===== src/rtl/fc_tx_credit.sv =====
// Buffer-to-buffer credit gate in front of the FC transmit framer.
// Forwards host frames only while credit is available and injects R_RDY words between frames.
module fc_tx_credit #(
  parameter int unsigned BB_CREDIT = 8,
  parameter int unsigned CREDIT_W  = 4,
  parameter int unsigned PEND_W    = 4,
  parameter logic [31:0] RRDY_WORD = 32'hBC95_4A4A
) (
  input  logic                i_clk,
  input  logic                i_reset_n,
  input  logic [31:0]         i_in_data,
  input  logic                i_in_valid,
  output logic                o_in_ready,
  input  logic                i_in_startofpacket,
  input  logic                i_in_endofpacket,
  output logic [31:0]         o_out_data,
  output logic                o_out_valid,
  input  logic                i_out_ready,
  output logic                o_out_startofpacket,
  output logic                o_out_endofpacket,
  input  logic                i_link_active,
  input  logic                i_rx_rrdy,
  input  logic                i_rx_frame_done,
  output logic [CREDIT_W-1:0] o_credit_avail,
  output logic [PEND_W-1:0]   o_rrdy_pending,
  output logic                o_credit_error,
  output logic [15:0]         o_drop_count
);

  typedef enum logic [1:0] {StIdle, StFrame, StRrdy} state_e;

  localparam logic [CREDIT_W-1:0] CreditMax = CREDIT_W'(BB_CREDIT);
  localparam logic [PEND_W-1:0]   PendMax   = '1;

  state_e              r_state;
  state_e              w_state_d;
  logic                r_link_q;
  logic [CREDIT_W-1:0] r_credit;
  logic [CREDIT_W-1:0] w_credit_d;
  logic [PEND_W-1:0]   r_pend;
  logic [PEND_W-1:0]   w_pend_d;
  logic                r_err;
  logic                w_err_d;
  logic [15:0]         r_drop;
  logic [15:0]         w_drop_d;
  logic                w_out_valid;
  logic                w_in_ready;
  logic                w_sof_hs;
  logic                w_rrdy_hs;
  logic                w_drop;

  always_comb begin
    w_state_d           = r_state;
    w_out_valid         = 1'b0;
    w_in_ready          = 1'b0;
    o_out_data          = i_in_data;
    o_out_startofpacket = i_in_startofpacket;
    o_out_endofpacket   = i_in_endofpacket;
    w_sof_hs            = 1'b0;
    w_rrdy_hs           = 1'b0;
    w_drop              = 1'b0;
    case (r_state)
      StIdle: begin
        if (r_pend != '0 && i_link_active) begin
          w_state_d = StRrdy;
        end else if (i_in_valid && i_in_startofpacket && i_link_active && r_credit != '0) begin
          w_out_valid = 1'b1;
          w_in_ready  = i_out_ready;
          if (i_out_ready) begin
            w_sof_hs = 1'b1;
            if (!i_in_endofpacket) w_state_d = StFrame;
          end
        end else if (i_in_valid && !i_in_startofpacket) begin
          w_in_ready = 1'b1;
          w_drop     = 1'b1;
        end
      end
      StFrame: begin
        // Frames already started run to EOF regardless of link state.
        w_out_valid = i_in_valid;
        w_in_ready  = i_out_ready;
        if (i_in_valid && i_out_ready && i_in_endofpacket) w_state_d = StIdle;
      end
      StRrdy: begin
        o_out_data          = RRDY_WORD;
        o_out_startofpacket = 1'b1;
        o_out_endofpacket   = 1'b1;
        if (!i_link_active) begin
          w_state_d = StIdle;
        end else begin
          w_out_valid = 1'b1;
          if (i_out_ready) begin
            w_rrdy_hs = 1'b1;
            w_state_d = StIdle;
          end
        end
      end
      default: w_state_d = StIdle;
    endcase
  end

  // Handshake outputs are forced low for the whole time reset is held.
  assign o_out_valid = w_out_valid & i_reset_n;
  assign o_in_ready  = w_in_ready & i_reset_n;

  always_comb begin
    w_credit_d = r_credit;
    w_err_d    = r_err;
    if (!i_link_active) begin
      w_credit_d = '0;
    end else if (!r_link_q) begin
      w_credit_d = CreditMax;
      w_err_d    = 1'b0;
    end else if (w_sof_hs && !i_rx_rrdy) begin
      w_credit_d = r_credit - CREDIT_W'(1);
    end else if (i_rx_rrdy && !w_sof_hs) begin
      if (r_credit == CreditMax) w_err_d = 1'b1;
      else w_credit_d = r_credit + CREDIT_W'(1);
    end
  end

  always_comb begin
    w_pend_d = r_pend;
    if (!i_link_active) begin
      w_pend_d = '0;
    end else if (i_rx_frame_done && !w_rrdy_hs) begin
      if (r_pend != PendMax) w_pend_d = r_pend + PEND_W'(1);
    end else if (w_rrdy_hs && !i_rx_frame_done) begin
      w_pend_d = r_pend - PEND_W'(1);
    end
  end

  always_comb begin
    w_drop_d = r_drop;
    if (w_drop && r_drop != 16'hFFFF) w_drop_d = r_drop + 16'd1;
  end

  always_ff @(posedge i_clk or negedge i_reset_n) begin
    if (!i_reset_n) begin
      r_state  <= StIdle;
      r_link_q <= 1'b0;
      r_credit <= '0;
      r_pend   <= '0;
      r_err    <= 1'b0;
      r_drop   <= '0;
    end else begin
      r_state  <= w_state_d;
      r_link_q <= i_link_active;
      r_credit <= w_credit_d;
      r_pend   <= w_pend_d;
      r_err    <= w_err_d;
      r_drop   <= w_drop_d;
    end
  end

  assign o_credit_avail = r_credit;
  assign o_rrdy_pending = r_pend;
  assign o_credit_error = r_err;
  assign o_drop_count   = r_drop;

endmodule


===== config.mk =====
export PLATFORM = sky130hd
export DESIGN_NAME = fc_tx_credit
export DESIGN_NICKNAME = d
export VERILOG_FILES = /design/src/rtl/fc_tx_credit.sv
export SDC_FILE = /design/constraint.sdc
export NUM_CORES = 1
export LEC_CHECK = 0
export ABC_CLOCK_PERIOD_IN_PS = 5600
export CAP_MARGIN = 20
export CORE_MARGIN = 2
export CORE_UTILIZATION = 40
export CTS_BUF_LIST = sky130_fd_sc_hd__clkbuf_4
export DETAILED_ROUTE_END_ITERATION = 8
export PLACE_DENSITY = 0.81
export SYNTH_ARGS = -nofsm -noshare
export SYNTH_HDL_FRONTEND = slang
export SYNTH_SLANG_ARGS = --single-unit

===== constraint.sdc =====
create_clock -name i_clk -period 5.6 [get_ports i_clk]
set_input_delay 1.68 -clock i_clk [delete_from_list [all_inputs] [get_ports i_clk]]
set_output_delay 1.68 -clock i_clk [all_outputs]
set_load 0.02 [all_outputs]

==> results.json, run 1 <==
{
  "post-route-cell-area_sq_um": 3050,
  "placedCellCount": 370,
  "post-cts-setup-buffer-count": 0,
  "synth.net_count": 259,
  "synth_area_leaders": "sky130_fd_sc_hd__dfrtp_1 (36%), sky130_fd_sc_hd__xnor2_1 (7.2%), sky130_fd_sc_hd__nand2b_1 (7.0%)",
  "insertion_delay_ns": 0.32,
  "place.detailed.hpwl_mm": 4.45,
  "synth_enable_flop_cells": 0,
  "cp_cell_sequence": "clkdlybuf4s50_1, nand2_1, nor3_2, nand3_1, a21oi_1, clkdlybuf4s50_1",
  "worstSetupEndpointType": "output pin",
  "place.port_buffers": 101,
  "layoutNonFillerInstCount": 373,
  "clk_root_buffer_cell": "sky130_fd_sc_hd__clkbuf_4",
  "max_cap_viol_count": 0,
  "timing.clock.skew_ns": 0.00281,
  "via_to_cell_ratio": 5.34,
  "seq_total_area_yosys_pct": 35.8,
  "clock_tree.buffer_depth": 2,
  "wl_per_cell_um": 14.4,
  "post_placement_worst_setup_slack_ns": 0.393,
  "syn-mean-instance-area_sq_um": 9.38,
  "async_flop_share_pct": 100,
  "irDropWorstVdd_v": 0.000141,
  "finalSetupViolations": 0,
  "rsz0062_at_grt": "false",
  "postSynthCellCount": 209,
  "initial_core_util_pct": 41.5,
  "power-per-cell-area_nw_per_um2": 273,
  "p_total_mw": 0.834,
  "ioPinCount": 102,
  "tritoncts": "built",
  "p_leak_nw": 1.26,
  "holdBufCountCts": 0,
  "globalRouteOverflowTotal": 0,
  "timing.hold.worst.class": "reg2reg",
  "cell_area_after_synthesis_sq_um": 1960,
  "max_slew_margin_pct": 38.5,
  "maximum_number_of_pins_on_one_net_before_global_route_repair": 35,
  "placement_rows": 25,
  "postRouteAntennaNets": 0,
  "detail_route.iter0.violations": 86,
  "coreArea_sq_um": 4720,
  "chipWidth_um": 74.0,
  "ctsResizeCount": 0,
  "worstPathArrival_ns": 3.51,
  "wire_length_of_the_first_global_routing_pass_mm": 8.85,
  "cp_num_buf_inv": 2,
  "cp_slowest_stage_delay_ns": 0.63,
  "detail_route.wirelength_mm": 5.36,
  "critical_path_required_ns": 3.92,
  "fin_crit_ns": 5.19,
  "insertedDiodeCount": 0,
  "first_pass_iters": 6,
  "track_usage_pct": 20.4,
  "grt_pass1_vias": 2006,
  "finalCritPeriodShare_pct": 92.6,
  "ys_dominant_reg_cell": "sky130_fd_sc_hd__dfrtp_1",
  "timing.final.hold_violations": 0,
  "die_area_sq_um": 5470,
  "die-height_um": 74.0,
  "clock_sinks": 28,
  "finalSetupTns_ns": 0,
  "final_util_pct": 64.6,
  "clk_transition_reported_paths_ns": 0.14,
  "maxClockFrequency_mhz": 193,
  "crit_type": "in2out",
  "cp_top_family": "buffers and inverters",
  "vias": 1992,
  "drc_errors": 0,
  "fin_ws_ns": 0.412,
  "final_wtd_congestion": 0.797,
  "run_status": "finished, final reports clean",
  "worst_pin_slew_ns": 0.923,
  "maxSlewViolCount": 0,
  "yosysTopAreaCell": "sky130_fd_sc_hd__dfrtp_1",
  "placed_cell_area_sq_um": 3030,
  "crit_fanout": 7,
  "number_of_distinct_library_cells_after_synthesis": 49,
  "hold_slack_ns": 0.519,
  "synthDominantCellAreaShare_pct": 35.8,
  "drive_above_1_share_pct": 2.61,
  "cts_inserted_buffers": 3,
  "antenna_violations_before_repair": 0,
  "htree_num_levels": 1,
  "critical_path.startpoint_type": "input port",
  "synthesis.yosys.warnings": 0,
  "final_nets": 358,
  "timing.critical_path.mode_cell": "sky130_fd_sc_hd__clkdlybuf4s50_1",
  "synth_seq_cells": 28,
  "critical-path-slowest-cell": "sky130_fd_sc_hd__clkdlybuf4s50_1",
  "synthToLayoutAreaGrowth_pct": 55.6
}
[worst reg2reg max path, cell delays in order, from the launching register on]
cell                      delay (ns)
sky130_fd_sc_hd__dfrtp_1        0.51
sky130_fd_sc_hd__or4_4          0.58
sky130_fd_sc_hd__nor3_2         0.25
sky130_fd_sc_hd__nand3_1        0.16
sky130_fd_sc_hd__inv_1          0.11
sky130_fd_sc_hd__ha_1           0.22
sky130_fd_sc_hd__ha_1           0.29
sky130_fd_sc_hd__a311o_1        0.36
sky130_fd_sc_hd__a21oi_1        0.12
sky130_fd_sc_hd__and4b_1        0.20
[power breakdown]
group | switching (mW) | total (mW) | internal [mW] | leakage [nW]
registers | 0.0523 | 0.284 | 0.232 | 0.374
clock network | 0.0569 | 0.0821 | 0.0252 | 0.0138
logic | 0.232 | 0.467 | 0.236 | 0.871
[cells in the mapped netlist, types with 2 or more instances]
| cell | count |
|---|---|
| sky130_fd_sc_hd__xor2_1 | 3 |
| sky130_fd_sc_hd__nand2b_1 | 22 |
| sky130_fd_sc_hd__and4b_1 | 3 |
| sky130_fd_sc_hd__nor4_1 | 2 |
| sky130_fd_sc_hd__and2_1 | 21 |
| sky130_fd_sc_hd__a21oi_1 | 10 |
| sky130_fd_sc_hd__and4bb_1 | 2 |
| sky130_fd_sc_hd__and4_1 | 3 |
| sky130_fd_sc_hd__dfrtp_1 | 28 |
| sky130_fd_sc_hd__nor2_1 | 4 |
| sky130_fd_sc_hd__nand3_1 | 9 |
| sky130_fd_sc_hd__ha_1 | 8 |
| sky130_fd_sc_hd__o211ai_1 | 4 |
| sky130_fd_sc_hd__nand4_1 | 3 |
| sky130_fd_sc_hd__and3_1 | 5 |
| sky130_fd_sc_hd__nand3b_1 | 3 |
| sky130_fd_sc_hd__o21ai_0 | 3 |
| sky130_fd_sc_hd__a2bb2oi_1 | 2 |
| sky130_fd_sc_hd__inv_1 | 6 |
| sky130_fd_sc_hd__nand2_1 | 12 |
| sky130_fd_sc_hd__clkbuf_1 | 7 |
| sky130_fd_sc_hd__o2111ai_1 | 7 |
| sky130_fd_sc_hd__xnor2_1 | 16 |
[worst paths after layout]
path | from | to | slack [ns] | cells after the start
worst max-delay path | i_link_active | o_in_ready | 0.41 | 6
worst min-delay path | o_drop_count[15] | o_drop_count[15] | 0.52 | 1
worst max register to register | o_rrdy_pending[0] | o_credit_avail[3] | 2.71 | 9
worst min register to register | o_drop_count[15] | o_drop_count[15] | 0.52 | 1
max in group asynchronous | i_reset_n | r_state[1] | 3.47 | 2
min in group asynchronous | i_reset_n | o_credit_avail[2] | 1.62 | 1
[flip-flops by register name, indices dropped and copies added, names as in the netlist]
| signal | flops |
|---|---|
| o_credit_error | 1 |
| r_link_q | 1 |
| r_state | 2 |
| o_drop_count | 16 |
| o_rrdy_pending | 4 |
| o_credit_avail | 4 |
[layout make-up]
type | count | area, sq um
fill | 407 | 1670
timing repair buffer | 104 | 1030
sequential | 28 | 701
tap | 67 | 83.8
multi-input combinational | 165 | 1190
clock buffer | 3 | 22.5
inverter | 6 | 22.5
[kinds of logic (layout without fill, tap and decap cells)]
group | after synthesis | after routing | synth area share, %
compound gates | 38 | 38 | 13.9
xor+xnor | 19 | 19 | 8.49
fa+ha+maj | 9 | 9 | 6.13
buf+inv | 16 | 113 | 3.70
flops | 28 | 28 | 35.8
mux | 1 | 1 | 0.575
simple gates | 98 | 98 | 31.5
[layer usage]
layer / track usage, % / part of all wire, % / vias to the layer above
li1: - / - / 951
met1: 25.0 / 41 / 964
met2: 36.4 / 52 / 75
met3: 4.34 / 6.7 / 2
met4: 4.85 / 0.35 / 0
met5: 0 / 0 / -
[layout by cell type, fill, tap and decap left out, drive strengths merged, types with 2 or more instances in the layout]
cell type / synthesis / final
a21oi: 10 / 10
a2bb2oi: 2 / 2
and2: 21 / 21
and3: 5 / 5
and4: 3 / 3
and4b: 3 / 3
and4bb: 2 / 2
buf: 3 / 3
clkbuf: 7 / 3
clkdlybuf4s50: 0 / 101
dfrtp: 28 / 28
ha: 8 / 8
inv: 6 / 6
nand2: 12 / 12
nand2b: 22 / 22
nand3: 9 / 9
nand3b: 3 / 3
nand4: 3 / 3
nor2: 4 / 4
nor3: 2 / 2
nor4: 2 / 2
o2111ai: 7 / 7
o211ai: 4 / 4
o21ai: 4 / 4
xnor2: 16 / 16
xor2: 3 / 3
No activity file was read; power rests on OpenSTA's default activity.
==> run 2, diff against run 1 <==
--- a/config.mk
+++ b/config.mk
@@ -7,7 +7,7 @@
 export LEC_CHECK = 0
 export ABC_CLOCK_PERIOD_IN_PS = 5600
 export CAP_MARGIN = 20
-export CORE_MARGIN = 2
+export CORE_MARGIN = 10
 export CORE_UTILIZATION = 40
 export CTS_BUF_LIST = sky130_fd_sc_hd__clkbuf_4
 export DETAILED_ROUTE_END_ITERATION = 8
==> run 2 against run 1 <==
Net effect: sequential share of layout area fell by 0.17 points; setup slack improved by 0.059 ns; count of clock-buffer cells in the layout did not move; total power rose by 7.6%; fmax rose by 1.2%; largest power group unchanged.
==> results.json, run 2 (synthesis gave the netlist of run 1 again) <==
{
  "run_status": "finished, final reports clean",
  "die_area_sq_um": 8100,
  "cts_inserted_buffers": 3,
  "final_wtd_congestion": 0.839,
  "maxClockFrequency_mhz": 195,
  "fin_crit_ns": 5.13,
  "layoutNonFillerInstCount": 373,
  "drc_errors": 0,
  "finalSetupViolations": 0,
  "power.combinational.fraction_pct": 52.9,
  "mostFrequentLayoutCells": "sky130_fd_sc_hd__clkdlybuf4s50_1 (101), sky130_fd_sc_hd__dfrtp_1 (28), sky130_fd_sc_hd__nand2b_1 (22), sky130_fd_sc_hd__and2_1 (21), sky130_fd_sc_hd__xnor2_1 (16)",
  "insertedDiodeCount": 0,
  "critical_path.startpoint_type": "input port",
  "p_total_mw": 0.897,
  "rsz0062_at_grt": "false",
  "crit_fanout": 6,
  "detail_route.iter0.violations": 83,
  "placed_cell_area_sq_um": 3020,
  "timing.final.hold_violations": 0,
  "wire_length_of_the_first_global_routing_pass_mm": 10.7,
  "first_pass_iters": 4,
  "cp_num_buf_inv": 2,
  "wl_per_cell_um": 17.3,
  "cp_top_family": "buffers and inverters",
  "postRouteAntennaNets": 0,
  "worst_pin_slew_ns": 0.945,
  "track_usage_pct": 15.6,
  "final_util_pct": 65.0,
  "globalRouteOverflowTotal": 0,
  "insertion_delay_ns": 0.34,
  "maximum_number_of_pins_on_one_net_before_global_route_repair": 35,
  "max_cap_viol_count": 0,
  "r2r_setup_slack_ns": 2.68,
  "clk_transition_reported_paths_ns": 0.17,
  "final_nets": 357,
  "largest_register_ff_count": 16,
  "timing.clock.skew_ns": 0.0192,
  "cp_slowest_stage_delay_ns": 0.64,
  "placement_rows": 25,
  "p_sw_share_pct": 39.8,
  "maxSlewViolCount": 0,
  "finalSetupTns_ns": 0,
  "chipWidth_um": 90.0,
  "power.sequential.fraction_pct": 32.1,
  "ioPinCount": 102,
  "crit_type": "in2out",
  "post-cts-setup-buffer-count": 0,
  "timing.hold.worst.class": "reg2reg",
  "detail_route.wirelength_mm": 6.47,
  "drive_above_1_share_pct": 2.61,
  "finalCritPeriodShare_pct": 91.6,
  "p_leak_nw": 1.27,
  "irDropWorstVdd_v": 0.000154,
  "final_common_cell": "sky130_fd_sc_hd__clkdlybuf4s50_1",
  "cp_cell_sequence": "clkdlybuf4s50_1, nor3b_1, nand3_1, a21oi_1, clkdlybuf4s50_1",
  "tritoncts": "built",
  "worstSetupEndpointType": "output pin",
  "critical-path-slowest-cell": "sky130_fd_sc_hd__clkdlybuf4s50_1",
  "via_to_cell_ratio": 5.32,
  "synthToLayoutAreaGrowth_pct": 56.8,
  "p_sw_mw": 0.357,
  "post-route-cell-area_sq_um": 3070,
  "die-height_um": 90.0,
  "initial_core_util_pct": 41.5,
  "clkPwrFrac_pct": 15.1,
  "max_slew_margin_pct": 37.0,
  "place.detailed.hpwl_mm": 5.36,
  "vias": 1983,
  "clock_sinks": 28,
  "power-per-cell-area_nw_per_um2": 292,
  "coreArea_sq_um": 4720,
  "clock_tree.buffer_depth": 2,
  "htree_num_levels": 1,
  "antenna_violations_before_repair": 0,
  "ctsResizeCount": 0,
  "placedCellCount": 369,
  "critical_path_required_ns": 3.92,
  "power.internal_mw": 0.540,
  "timing.critical_path.mode_cell": "sky130_fd_sc_hd__clkdlybuf4s50_1",
  "worstPathArrival_ns": 3.45,
  "place.port_buffers": 101,
  "grt_pass1_vias": 2165,
  "holdBufCountCts": 0,
  "clk_root_buffer_cell": "sky130_fd_sc_hd__clkbuf_4"
}
[run 2: layout make-up]
class                           count  area (sq um)
Fill cell                         393          1650
Multi-Input combinational cell    165          1190
Timing Repair Buffer              103          1030
Sequential cell                    28           701
Tap cell                           67          83.8
Clock inverter                      1          30.0
Clock buffer                        3          22.5
Inverter                            6          22.5
[run 2: layer usage]
metal	up-vias	share of wire, %	GRT usage [%]
met5	-	0	0
met4	0	0.76	2.79
met3	5	14	8.65
met2	95	47	26.2
met1	932	39	17.0
li1	951	-	-
[run 2: worst paths after layout]
| path | startpoint | end | cells after the start |
|---|---|---|---|
| max | i_in_valid | o_in_ready | 5 |
| max reg2reg | o_rrdy_pending[0] | o_credit_avail[3] | 9 |
| min in group asynchronous | i_reset_n | r_state[0] | 1 |
| max in group asynchronous | i_reset_n | r_link_q | 2 |
| min | o_drop_count[15] | o_drop_count[15] | 1 |
| min reg2reg | o_drop_count[15] | o_drop_count[15] | 1 |
[run 2: through the flow]
step | hold slack (ns) | setup WS (ns)
finish | 0.515 | 0.471
global route | 0.535 | 0.273
CTS | 0.523 | 0.475
detailed placement | 0.503 | 0.477
global placement | 0.489 | 0.509
floorplan | 0.507 | 1.17
[run 2: power groups by stage]
stage          clock network, mW  logic, mW  registers [mW]
6_report                   0.135      0.474           0.288
5_1_grt                    0.143      0.513           0.294
4_1_cts                    0.137      0.482           0.286
3_5_place_dp                   0      0.480           0.291
3_3_place_gp                   0      0.473           0.289
2_1_floorplan                  0      0.226           0.306
[run 2: worst register-to-register path, stage by stage (launching register included)]
cell	delay (ns)
sky130_fd_sc_hd__dfrtp_1	0.52
sky130_fd_sc_hd__or4_4	0.59
sky130_fd_sc_hd__nor3_2	0.23
sky130_fd_sc_hd__nand3_1	0.16
sky130_fd_sc_hd__inv_1	0.11
sky130_fd_sc_hd__ha_1	0.23
sky130_fd_sc_hd__ha_1	0.30
sky130_fd_sc_hd__a311o_1	0.35
sky130_fd_sc_hd__a21oi_1	0.12
sky130_fd_sc_hd__and4b_1	0.20
==> run 3, diff against run 2 <==
--- a/config.mk
+++ b/config.mk
@@ -12,6 +12,7 @@
 export CTS_BUF_LIST = sky130_fd_sc_hd__clkbuf_4
 export DETAILED_ROUTE_END_ITERATION = 8
 export PLACE_DENSITY = 0.81
+export SETUP_SLACK_MARGIN = 0.3
 export SYNTH_ARGS = -nofsm -noshare
 export SYNTH_HDL_FRONTEND = slang
 export SYNTH_SLANG_ARGS = --single-unit
==> run 3 against run 2 <==
Net effect: hold slack is essentially flat; clock skew down 0.00089 ns; global-route usage stayed put; sequential power barely moved; clock power barely moved; register-to-register slack about the same; critical path type unchanged; largest cell class unchanged.
==> results.json, run 3 (synthesis gave the netlist of run 1 again) <==
{
  "run_status": "finished, final reports clean",
  "max_cap_viol_count": 0,
  "power-per-cell-area_nw_per_um2": 292,
  "critical_path_required_ns": 3.92,
  "maxClockFrequency_mhz": 196,
  "clock_sinks": 28,
  "fin_crit_ns": 5.11,
  "final_nets": 357,
  "grt_pass1_vias": 2165,
  "maximum_number_of_pins_on_one_net_before_global_route_repair": 35,
  "max_slew_margin_pct": 36.5,
  "finalCritPeriodShare_pct": 91.3,
  "timing.clock.skew_ns": 0.0183,
  "detail_route.wirelength_mm": 6.49,
  "cp_num_buf_inv": 2,
  "worstPathArrival_ns": 3.43,
  "timing.hold.worst.class": "reg2reg",
  "finalSetupTns_ns": 0,
  "clk_transition_reported_paths_ns": 0.17,
  "timing.critical_path.mode_cell": "sky130_fd_sc_hd__clkdlybuf4s50_1",
  "holdBufCountCts": 0,
  "globalRouteOverflowTotal": 0,
  "place.detailed.hpwl_mm": 5.36,
  "place.port_buffers": 101,
  "die-height_um": 90.0,
  "track_usage_pct": 15.6,
  "antenna_violations_before_repair": 0,
  "final_common_cell": "sky130_fd_sc_hd__clkdlybuf4s50_1",
  "finalSetupViolations": 0,
  "clock_tree.buffer_depth": 2,
  "mostFrequentLayoutCells": "sky130_fd_sc_hd__clkdlybuf4s50_1 (101), sky130_fd_sc_hd__dfrtp_1 (28), sky130_fd_sc_hd__nand2b_1 (22), sky130_fd_sc_hd__and2_1 (21), sky130_fd_sc_hd__xnor2_1 (16)",
  "drive_above_1_share_pct": 2.94,
  "ioPinCount": 102,
  "first_pass_iters": 4,
  "final_wtd_congestion": 0.839,
  "maxSlewViolCount": 0,
  "detail_route.iter0.violations": 92,
  "htree_num_levels": 1,
  "cp_slowest_stage_delay_ns": 0.64,
  "synthToLayoutAreaGrowth_pct": 57.0,
  "cts_inserted_buffers": 3,
  "whs_path_depth": 1,
  "post_placement_worst_setup_slack_ns": 0.477,
  "chipWidth_um": 90.0,
  "p_leak_nw": 1.27,
  "crit_type": "in2out",
  "wl_per_cell_um": 17.4,
  "die_area_sq_um": 8100,
  "placement_rows": 25,
  "fin_ws_ns": 0.487,
  "worst_r2r_path_depth": 9,
  "critical_path_depth": 6,
  "post-cts-setup-buffer-count": 0,
  "worstSetupEndpointType": "output pin",
  "critical-path-slowest-cell": "sky130_fd_sc_hd__clkdlybuf4s50_1",
  "initial_core_util_pct": 41.5,
  "insertedDiodeCount": 0,
  "postRouteAntennaNets": 0,
  "timing.final.hold_violations": 0,
  "wire_length_of_the_first_global_routing_pass_mm": 10.7,
  "cp_cell_sequence": "clkdlybuf4s50_1, nand2_1, nor3_2, nand3_1, a21oi_1, clkdlybuf4s50_1",
  "drc_errors": 0,
  "via_to_cell_ratio": 5.33,
  "irDropWorstVdd_v": 0.000154,
  "vias": 1988,
  "worst_pin_slew_ns": 0.952,
  "largest_register_ff_count": 16,
  "crit_fanout": 4,
  "final_util_pct": 65.1,
  "insertion_delay_ns": 0.34,
  "tritoncts": "built",
  "rsz0062_at_grt": "false",
  "coreArea_sq_um": 4720,
  "clk_root_buffer_cell": "sky130_fd_sc_hd__clkbuf_4",
  "cp_top_family": "buffers and inverters",
  "critical_path.startpoint_type": "input port"
}
## run 3: cell counts in the layout (fill, tap and decap cells not counted)
Identical to the previous run, type by type.
## run 3: final cells by class
class                   instances  area [sq um]
clock buffers                   3          22.5
clock inverters                 1          30.0
fillers                       392          1650
inverters                       6          22.5
multi-input cells             165          1190
flip-flops and latches         28           701
well taps                      67          83.8
repair buffers                103          1030
## run 3: worst paths after layout
kind | from | endpoint | slack (ns)
worst max-delay path | i_link_active | o_in_ready | 0.49
worst min-delay path | o_drop_count[15] | o_drop_count[15] | 0.51
worst max register to register | o_rrdy_pending[0] | o_credit_avail[3] | 2.67
worst min register to register | o_drop_count[15] | o_drop_count[15] | 0.51
max in group asynchronous | i_reset_n | o_credit_avail[3] | 3.38
min in group asynchronous | i_reset_n | r_state[0] | 1.57
## run 3: routing by layer
layer  routed length [um]  global-route usage, %  vias up
li1                     -                      -      954
met4                   21                   2.79        0
met1                 2590                   17.0      942
met2                 3000                   26.2       90
met3                  867                   8.65        2
met5                    0                      0        -
## run 3: power by group
part | total, mW | switching (mW) | internal, mW
registers | 0.288 | 0.0562 | 0.232
clock network | 0.134 | 0.0617 | 0.0724
logic | 0.475 | 0.239 | 0.236
total | 0.898 | 0.357 | 0.541
## run 3: metrics by stage
step | instances | power [mW] | area [sq um] | hold WS (ns)
4_1_cts | 373 | 0.906 | 3070 | 0.523
5_1_grt | 373 | 0.950 | 3080 | 0.535
3_3_place_gp | 369 | 0.761 | 3020 | 0.489
3_5_place_dp | 369 | 0.770 | 3020 | 0.503
6_report | 373 | 0.898 | 3080 | 0.515
2_1_floorplan | 209 | 0.532 | 1960 | 0.507
## run 3: timing repair
item / in CTS / in global routing
endpoints found under the hold margin: 0 / 0
setup endpoints to repair: 0 / 1
gates resized for setup: 0 / 1
